## src/rtl/pru_bringup_sequencer_if.sv

```systemverilog
// pru_bringup_sequencer_if: control, status and bus-link stimulus signals of the bring-up sequencer.
interface pru_bringup_sequencer_if #(
    parameter int unsigned NUM_LANES = 4
);
    logic                 start;
    logic                 abort;
    logic                 cpu_rst_n;
    logic                 vga_clk_en;
    logic                 vga_read;
    logic                 bl_stall;
    logic [NUM_LANES-1:0] bl_strobe;
    logic                 busy;
    logic                 done;
    logic [31:0]          run_cnt;
    modport master (
        input  start, abort,
        output cpu_rst_n, vga_clk_en, vga_read, bl_stall, bl_strobe, busy, done, run_cnt
    );
    modport slave (
        output start, abort,
        input  cpu_rst_n, vga_clk_en, vga_read, bl_stall, bl_strobe, busy, done, run_cnt
    );
endinterface

```

## src/rtl/pru_bringup_sequencer.sv

```systemverilog
// pru_bringup_sequencer: holds the CPU in reset, warms up, then runs VGA reads with
// pseudo-random bus-link stalls and walking strobes; also emits a divided VGA clock enable.
module pru_bringup_sequencer #(
    parameter int unsigned NUM_LANES     = 4,
    parameter int unsigned RST_CYCLES    = 2,
    parameter int unsigned WARMUP_CYCLES = 200,
    parameter int unsigned RUN_CYCLES    = 1000000,
    parameter int unsigned VGA_DIV       = 2,
    parameter int unsigned STALL_THRESH  = 0,
    parameter int unsigned MAX_STALL     = 8,
    parameter logic [15:0] LFSR_SEED     = 16'hACE1
) (
    input logic                     clk,
    input logic                     rst,
    pru_bringup_sequencer_if.master bus
);
    typedef enum logic [2:0] {S_IDLE, S_RESET, S_WARMUP, S_RUN, S_DONE} state_t;
    localparam int unsigned RST_LEN = (RST_CYCLES == 0) ? 1 : RST_CYCLES;
    state_t               r_state;
    logic [31:0]          r_phase;
    logic [31:0]          r_run_cnt;
    logic [31:0]          r_stall_run;
    logic [31:0]          r_div;
    logic [15:0]          r_lfsr;
    logic [NUM_LANES-1:0] r_pos;
    logic [NUM_LANES-1:0] r_strobe;
    logic                 r_cpu_rst_n;
    logic                 r_vga_read;
    logic                 r_stall;
    logic                 r_busy;
    logic                 r_done;
    logic                 r_vga_en;
    logic [15:0]          w_lfsr_nx;
    logic [NUM_LANES-1:0] w_pos_nx;
    logic [31:0]          w_div_nx;
    logic                 w_stall_nx;
    logic                 w_to_done;
    logic                 w_to_run;
    logic                 w_start;
    assign w_lfsr_nx  = {1'b0, r_lfsr[15:1]} ^ (r_lfsr[0] ? 16'hB400 : 16'h0000);
    assign w_stall_nx = ({24'd0, r_lfsr[7:0]} < STALL_THRESH) && (r_stall_run < MAX_STALL);
    // the lane position only advances on cycles that actually presented a strobe
    assign w_pos_nx   = r_stall ? r_pos : ((r_pos << 1) | (r_pos >> (NUM_LANES - 1)));
    assign w_div_nx   = (r_div == VGA_DIV - 1) ? 32'd0 : r_div + 32'd1;
    assign w_to_done  = r_busy && (bus.abort || (r_state == S_RUN && RUN_CYCLES != 0 && r_phase == 32'd1));
    assign w_to_run   = !bus.abort && r_phase == 32'd1 &&
                        (r_state == S_WARMUP || (r_state == S_RESET && WARMUP_CYCLES == 0));
    assign w_start    = !r_busy && bus.start && !bus.abort;
    always_ff @(posedge clk) begin
        if (rst) begin
            r_state     <= S_IDLE;
            r_phase     <= '0;
            r_run_cnt   <= '0;
            r_stall_run <= '0;
            r_lfsr      <= LFSR_SEED;
            r_pos       <= '0;
            r_strobe    <= '0;
            r_cpu_rst_n <= 1'b0;
            r_vga_read  <= 1'b0;
            r_stall     <= 1'b0;
            r_busy      <= 1'b0;
            r_done      <= 1'b0;
        end else begin
            if (r_state == S_RUN) begin
                r_lfsr <= w_lfsr_nx;
                if (!(&r_run_cnt)) r_run_cnt <= r_run_cnt + 32'd1;
            end
            if (w_to_done) begin
                r_state     <= S_DONE;
                r_cpu_rst_n <= 1'b1;
                r_vga_read  <= 1'b0;
                r_stall     <= 1'b0;
                r_strobe    <= '0;
                r_busy      <= 1'b0;
                r_done      <= 1'b1;
            end else if (w_to_run) begin
                r_state     <= S_RUN;
                r_phase     <= RUN_CYCLES;
                r_cpu_rst_n <= 1'b1;
                r_vga_read  <= 1'b1;
                r_stall     <= 1'b0;
                r_pos       <= NUM_LANES'(1);
                r_strobe    <= NUM_LANES'(1);
            end else if (w_start) begin
                r_state     <= S_RESET;
                r_phase     <= RST_LEN;
                r_lfsr      <= LFSR_SEED;
                r_run_cnt   <= '0;
                r_stall_run <= '0;
                r_cpu_rst_n <= 1'b0;
                r_busy      <= 1'b1;
                r_done      <= 1'b0;
            end else if (r_state == S_RESET && r_phase == 32'd1) begin
                r_state     <= S_WARMUP;
                r_phase     <= WARMUP_CYCLES;
                r_cpu_rst_n <= 1'b1;
            end else if (r_state == S_RUN) begin
                r_phase     <= r_phase - 32'd1;
                r_stall     <= w_stall_nx;
                r_stall_run <= w_stall_nx ? r_stall_run + 32'd1 : 32'd0;
                r_pos       <= w_pos_nx;
                r_strobe    <= w_stall_nx ? '0 : w_pos_nx;
            end else if (r_busy) begin
                r_phase     <= r_phase - 32'd1;
            end
        end
    end
    // free-running divider, deliberately independent of the sequencer state
    always_ff @(posedge clk) begin
        if (rst) begin
            r_div    <= '0;
            r_vga_en <= 1'b0;
        end else begin
            r_div    <= w_div_nx;
            r_vga_en <= (w_div_nx == VGA_DIV - 1);
        end
    end
    assign bus.cpu_rst_n  = r_cpu_rst_n;
    assign bus.vga_clk_en = r_vga_en;
    assign bus.vga_read   = r_vga_read;
    assign bus.bl_stall   = r_stall;
    assign bus.bl_strobe  = r_strobe;
    assign bus.busy       = r_busy;
    assign bus.done       = r_done;
    assign bus.run_cnt    = r_run_cnt;
endmodule
```

## src/flat_wrapper.sv

```systemverilog
// flat-port wrapper written by rule: the top's interface ports become plain ports
module pru_bringup_sequencer_flat 
#(
    parameter int unsigned NUM_LANES     = 4,
    parameter int unsigned RST_CYCLES    = 2,
    parameter int unsigned WARMUP_CYCLES = 200,
    parameter int unsigned RUN_CYCLES    = 1000000,
    parameter int unsigned VGA_DIV       = 2,
    parameter int unsigned STALL_THRESH  = 0,
    parameter int unsigned MAX_STALL     = 8,
    parameter logic [15:0] LFSR_SEED     = 16'hACE1
)
  (clk, rst, bus_start, bus_abort, bus_cpu_rst_n, bus_vga_clk_en, bus_vga_read, bus_bl_stall, bus_bl_strobe, bus_busy, bus_done, bus_run_cnt);
  pru_bringup_sequencer_if #(.NUM_LANES(NUM_LANES)) bus_i ();
  input logic clk;
  input logic rst;
  input wire logic [$bits(bus_i.start)-1:0] bus_start;
  input wire logic [$bits(bus_i.abort)-1:0] bus_abort;
  output wire logic [$bits(bus_i.cpu_rst_n)-1:0] bus_cpu_rst_n;
  output wire logic [$bits(bus_i.vga_clk_en)-1:0] bus_vga_clk_en;
  output wire logic [$bits(bus_i.vga_read)-1:0] bus_vga_read;
  output wire logic [$bits(bus_i.bl_stall)-1:0] bus_bl_stall;
  output wire logic [$bits(bus_i.bl_strobe)-1:0] bus_bl_strobe;
  output wire logic [$bits(bus_i.busy)-1:0] bus_busy;
  output wire logic [$bits(bus_i.done)-1:0] bus_done;
  output wire logic [$bits(bus_i.run_cnt)-1:0] bus_run_cnt;
  assign bus_i.start = bus_start;
  assign bus_i.abort = bus_abort;
  assign bus_cpu_rst_n = bus_i.cpu_rst_n;
  assign bus_vga_clk_en = bus_i.vga_clk_en;
  assign bus_vga_read = bus_i.vga_read;
  assign bus_bl_stall = bus_i.bl_stall;
  assign bus_bl_strobe = bus_i.bl_strobe;
  assign bus_busy = bus_i.busy;
  assign bus_done = bus_i.done;
  assign bus_run_cnt = bus_i.run_cnt;
  pru_bringup_sequencer #(.NUM_LANES(NUM_LANES), .RST_CYCLES(RST_CYCLES), .WARMUP_CYCLES(WARMUP_CYCLES), .RUN_CYCLES(RUN_CYCLES), .VGA_DIV(VGA_DIV), .STALL_THRESH(STALL_THRESH), .MAX_STALL(MAX_STALL), .LFSR_SEED(LFSR_SEED)) u_core (.clk(clk), .rst(rst), .bus(bus_i));
endmodule
```

## config.mk

```make
export PLATFORM = sky130hd
export DESIGN_NAME = pru_bringup_sequencer_flat
export DESIGN_NICKNAME = d
export VERILOG_FILES = /design/src/rtl/pru_bringup_sequencer_if.sv /design/src/rtl/pru_bringup_sequencer.sv /design/src/flat_wrapper.sv
export SDC_FILE = /design/constraint.sdc
export NUM_CORES = 1
export LEC_CHECK = 0
export ABC_CLOCK_PERIOD_IN_PS = 7400
export BUFFER_PORTS_ARGS = -buffer_cell sky130_fd_sc_hd__clkbuf_2
export CAP_MARGIN = 0
export CORE_ASPECT_RATIO = 0.75
export CORE_MARGIN = 2
export CORE_UTILIZATION = 45
export CTS_CLUSTER_DIAMETER = 100
export DETAILED_ROUTE_END_ITERATION = 6
export GPL_TIMING_DRIVEN = 0
export HOLD_SLACK_MARGIN = 0.03
export SLEW_MARGIN = 5
export SYNTH_ARGS = -nofsm -noshare
export SYNTH_HDL_FRONTEND = slang
export SYNTH_SLANG_ARGS = --single-unit
```

## constraint.sdc

```tcl
create_clock -name clk -period 7.4 [get_ports clk]
set_input_delay 0.37 -clock clk [delete_from_list [all_inputs] [get_ports clk]]
set_output_delay 0.37 -clock clk [all_outputs]
set_load 0.02 [all_outputs]
```

# Yosys cells after proc, flatten, opt, wreduce, memory -nomap -nowiden
# Index checks and enable logic that the tools add are counted.
[word_totals]
reg_bits = 112
inputBits = 4
out_inout_bits = 42
elab_cells = 84
[classes]
add_sub_neg = 3
n_eq_ne = 9
mux = 30
n_bitwise = 5
n_reduce_logical = 24
[op_table]
columns = ["operator", "n"]
rows = [
  ["32-bit two-way mux", 11],
  ["32-bit by 1-bit == test with 1-bit output, second input constant", 3],
  ["32-bit by 1-bit adder with 32-bit output, second input constant", 2],
  ["32-bit AND reduction", 1],
  ["32-bit by 1-bit subtractor with 32-bit output, second input constant", 1],
  ["4-bit two-way mux", 4],
  ["3-bit two-way mux", 4],
  ["1-bit two-way mux", 11],
  ["1-bit logical AND", 7],
  ["3-bit by 2-bit == test with 1-bit output, second input constant", 2],
  ["2-bit by 1-bit inequality test with 1-bit output, second input constant", 3],
  ["2-bit AND reduction", 3],
  ["3-bit AND reduction", 2],
  ["5-bit nonzero test", 1],
  ["1-bit NOT", 4],
  ["4-bit by 1-bit bitwise OR with 4-bit output", 1],
  ["4-bit AND reduction", 1],
  ["2-bit nonzero test", 2],
  ["4-bit nonzero test", 1],
  ["3-bit by 1-bit == test with 1-bit output, second input constant", 1],
  ["3-bit nonzero test", 1],
  ["3-bit OR reduction", 1],
  ["1-bit logical NOT", 2],
  ["2-bit OR reduction", 1],
  ["1-bit logical OR", 1],
]

# Longest topological paths before layout
[logic_depth]
ltp_word = 6
ltp_mapped = 11
ltp_nobuf = 9

# Worst setup path after synthesis
# OpenSTA, ideal clock, no wires.
[synth_timing]
kind = "register to register"
from = "register u_core.r_div[0]"
to = "register u_core.r_vga_en (netlist: u_core.bus.vga_clk_en)"
setup_ns = 0.103
arrival_time_ns = 2.839
t_required_ns = 7.297
slack_ns = 4.458
path_stages_with_launch = 10
period_less_slack_ns = 2.942
path_cell_list = "dfxtp_1 -> ha_1 -> nand4_1 -> nor4_2 -> and2_1 -> clkbuf_1 -> xor2_1 -> o22a_1 -> or4_1 -> a2111oi_2"
[synth_between]
elab_chain_len = 3
elab_cells_between_ends = 4
[synth_lines]
columns = ["element", "line_no", "rtl"]
rows = [
  ["start, declared", "pru_bringup_sequencer.sv:23", "logic [31:0] r_div;"],
  ["start signal, assigned", "pru_bringup_sequencer.sv:114", "r_div <= w_div_nx;"],
  ["32-bit by 1-bit adder with 32-bit output / 32-bit by 1-bit == test with 1-bit output (equally long branches)", "pru_bringup_sequencer.sv:44", "assign w_div_nx = (r_div == VGA_DIV - 1) ? 32'd0 : r_div + 32'd1;"],
  ["32-bit two-way mux *", "pru_bringup_sequencer.sv:44", ""],
  ["32-bit by 1-bit == test with 1-bit output *", "pru_bringup_sequencer.sv:115", "r_vga_en <= (w_div_nx == VGA_DIV - 1);"],
  ["end signal, assigned", "pru_bringup_sequencer.sv:115", ""],
  ["end, declared", "pru_bringup_sequencer.sv:32", "logic r_vga_en;"],
]
# Every way passes the cells marked *; elsewhere a longest branch is shown, timed or not.
# A chain may end at the register's enable or synchronous reset.

# Worst setup path after layout
# Ends and elaborated chain as after synthesis.

==> run_results.csv <==
group,metric,value,unit
outcome,status,"complete, no violations",
timing,worst_slew_pin_slew,1.10,ns
cts,cts_root_buffer,"clkbuf_16",
final_layout,area_growth,12.3,%
synthesis,synth_top_family_by_area,"simple AND/OR/NAND/NOR gates",
critical_path,arrival,3.89,ns
flow_run,maxCapViolCount,0,
critical_path,timing.rr.start,"u_core.r_div[0]",
synthesis,synth_compound_area_share,11.0,%
placed_design,portBuffers,44,
synthesis,synth_edf_count,0,
drt,initialDrtViolationCount,390,
cts,clk_latency,0.36,ns
grt,grt_pass1_vias,4692,
synthesis,syn_area,5800,sq um
final_layout,fillers,1209,
drt,wl_per_cell,15.6,um
placed_design,hpwl,10500,um
critical_path,crit_start,"u_core.r_div[0]",
synthesis,seq_area_frac_synth,38.6,%
floorplanning,core,12400,sq um
synthesis,avgSynthCellArea,8.15,sq um
grt,antenna_found_initial,0,
grt,grt_first_pass_wirelength,23900,um
final_layout,diodes,0,
synthesis,synth_most_common_cell,"nor2_1",
floorplanning,initial_core_util,46.7,%
synthesis,synth_top_flop_cell,"dfxtp_1",
critical_path,crit_fanout,8,
timing,fin_crit_sh,49.1,%
worst_hold_path,hold_class,"input pin to register",
power,totalPowerFinal,1.52,mW
floorplanning,die_area,13800,sq um
placed_design,gp_congestion,0.917,
synthesis,synth_fa_ha_area_share,1.08,%
synthesis,synth-simple-area-share,33.7,%
timing,relSlewSlack,26.2,%
timing,fin_setup_tns,0,ns
synthesis,yosysWarnings,0,
timing,clock_skew,0.00981,ns
grt,grt_max_degree,21,
critical_path,worstSetupEndpointType,"register",
drt,viasPerCell,5.56,
final_layout,ff_latch_area,2240,sq um
critical_path,crit_type,"register to register",
timing,setup_viol,0,
timing,hold_violations,0,
drt,ant_nets,0,
timing,max_freq,275,MHz
cts,cts_inserted_buffers,9,
synthesis,synthXorXnorAreaFrac,11.6,%
cts,htree_levels,3,
drt,route.detailed.drc,0,
timing,maxSlewViolCount,0,
synthesis,ys_ff_latch,112,
critical_path,worst_ep_required_time,7.66,ns
grt,track_usage,21.9,%
power,ir_drop,163,uV
timing,rsz0062_at_grt,"false",
synthesis,syn_nets,721,
final_layout,multi_input_area,3350,sq um
timing,whs,0.456,ns
cts,post-cts-setup-buffers,0,
synthesis,synthTopCellsByCount,"nor2_1 (127), dfxtp_1 (112), nand2_1 (52)",
timing,fin_crit,3.63,ns
final_layout,nNetsFinal,776,
synthesis,async_reset_ff_share,0,%
critical_path,cp-start-kind,"register",
cts,hold_buffers,0,
synthesis,synth_cell_types,70,
drt,first_pass_iters,5,
synthesis,yosys.area.top_type,"dfxtp_1",
synthesis,syn_inst,712,
final_layout,drive_gt1_share,12.6,%
drt,finalWirelength,14700,um
synthesis,yosys.area.top_type_share,38.6,%
floorplanning,dieHeight,102,um
grt,grt-ovfl-total,0,
cts,cts.sinks,112,
power,leakage,2.46,nW
cts,cts_resized,0,
cts,clk_pin_slew_worst_paths,0.08,ns
drt,vias,5211,
floorplanning,rows,35,
synthesis,muxShareOfSynthArea,0.172,%
synthesis,synthTopCellsByArea,"dfxtp_1 (39%), nor2_1 (8.2%), xor2_1 (6.8%), xnor2_1 (4.8%), nand2_1 (3.4%)",
cts,cts_tree,"built",
power,powerDensity,233,nW/um^2
cts,cts.path.max_buffers,2,
floorplanning,num_io_pins,46,
worst_hold_path,min_from,"rst",
floorplanning,die_w,135,um
==> stage by stage <==
step	utilization [%]	instance area [sq um]	worst slack [ns]	std cells
2_1_floorplan	-	5800	4.46	712
3_3_place_gp	50.1	6230	3.76	922
3_5_place_dp	50.1	6230	3.79	922
4_1_cts	52.4	6520	3.76	938
5_1_grt	52.4	6520	3.49	938
6_report	52.4	6520	3.77	938
==> final cells by class <==
class | count | area share [%]
inverters | 13 | 0.748
well taps | 166 | 3.19
repair buffers | 44 | 3.38
plain buffers | 36 | 2.51
clock buffers | 10 | 3.51
multi-input cells | 551 | 51.4
flip-flops and latches | 112 | 34.4
clock inverters | 6 | 0.883
==> kinds of logic after synthesis <==
logic type / after synthesis
compound gates: 94
flops: 112
buf+inv: 49
xor+xnor: 77
simple gates: 373
other cells: 1
fa+ha+maj: 5
mux: 1
==> state kept, by name, indices dropped and copies added, names as in the netlist <==
register and count:
u_core.bus.bl_strobe 4, u_core.bus.busy 1, u_core.bus.cpu_rst_n 1, u_core.bus.done 1, u_core.bus.run_cnt 32, u_core.bus.vga_clk_en 1, u_core.bus.vga_read 1, u_core.r_div 32
u_core.r_phase 32, u_core.r_pos 4, u_core.r_state 3
==> report_power, final <==
group	internal [mW]	leakage, nW	switching, mW
clock	0.238	0.142	0.247
sequential	0.634	0.906	0.0361
combinational	0.128	1.42	0.233
total	1.00	2.46	0.516
==> layer usage <==
metal | global-route usage, % | vias to the layer above | routed length, um
met4 | 5.37 | 0 | 123
met3 | 4.32 | 10 | 823
met1 | 32.7 | 2444 | 7690
met2 | 32.4 | 144 | 6020
li1 | - | 2613 | -
met5 | 0 | - | 0
==> critical path: stages, from the launching register on <==
cell	delay, ns
dfxtp_1	0.44
ha_1	0.32
nand4_1	0.25
nor4_2	0.83
and2_1	0.24
clkbuf_1	0.30
xor2_1	0.11
o22a_1	0.21
or4_1	0.54
a2111oi_2	0.29
==> layout by cell type (no fill, tap or decap), types with 3 or more instances in the layout <==
cell / Yosys / layout
clkbuf_1: 22 / 23
nor3_1: 33 / 33
a22oi_1: 3 / 3
ha_1: 5 / 5
or3b_2: 4 / 4
xnor2_1: 32 / 32
nand2_1: 52 / 52
or2_2: 3 / 3
nor2b_1: 5 / 5
clkbuf_16: 0 / 9
a31oi_1: 4 / 4
inv_6: 0 / 3
xor2_1: 45 / 45
clkbuf_2: 0 / 44
and2_1: 8 / 8
and4_1: 9 / 9
nand3b_1: 6 / 6
nand2b_1: 6 / 6
and3_1: 12 / 12
nand3_1: 28 / 28
buf_2: 11 / 11
o21a_1: 4 / 4
nand4_1: 30 / 30
or4_1: 3 / 3
nor4_1: 18 / 18
dfxtp_1: 112 / 112
inv_1: 13 / 13
a21oi_1: 26 / 26
or3_1: 10 / 10
nor2_1: 127 / 127
o21ai_0: 28 / 28
==> final timing paths <==
check	end	slack, ns	depth (start not counted)
hold reg to reg	u_core.bus.done	0.46	2
setup / recovery	u_core.bus.vga_clk_en	3.77	9
setup reg to reg	u_core.bus.vga_clk_en	3.77	9
hold / removal	u_core.r_phase[23]	0.46	4
(Power assumes the default switching activity.)
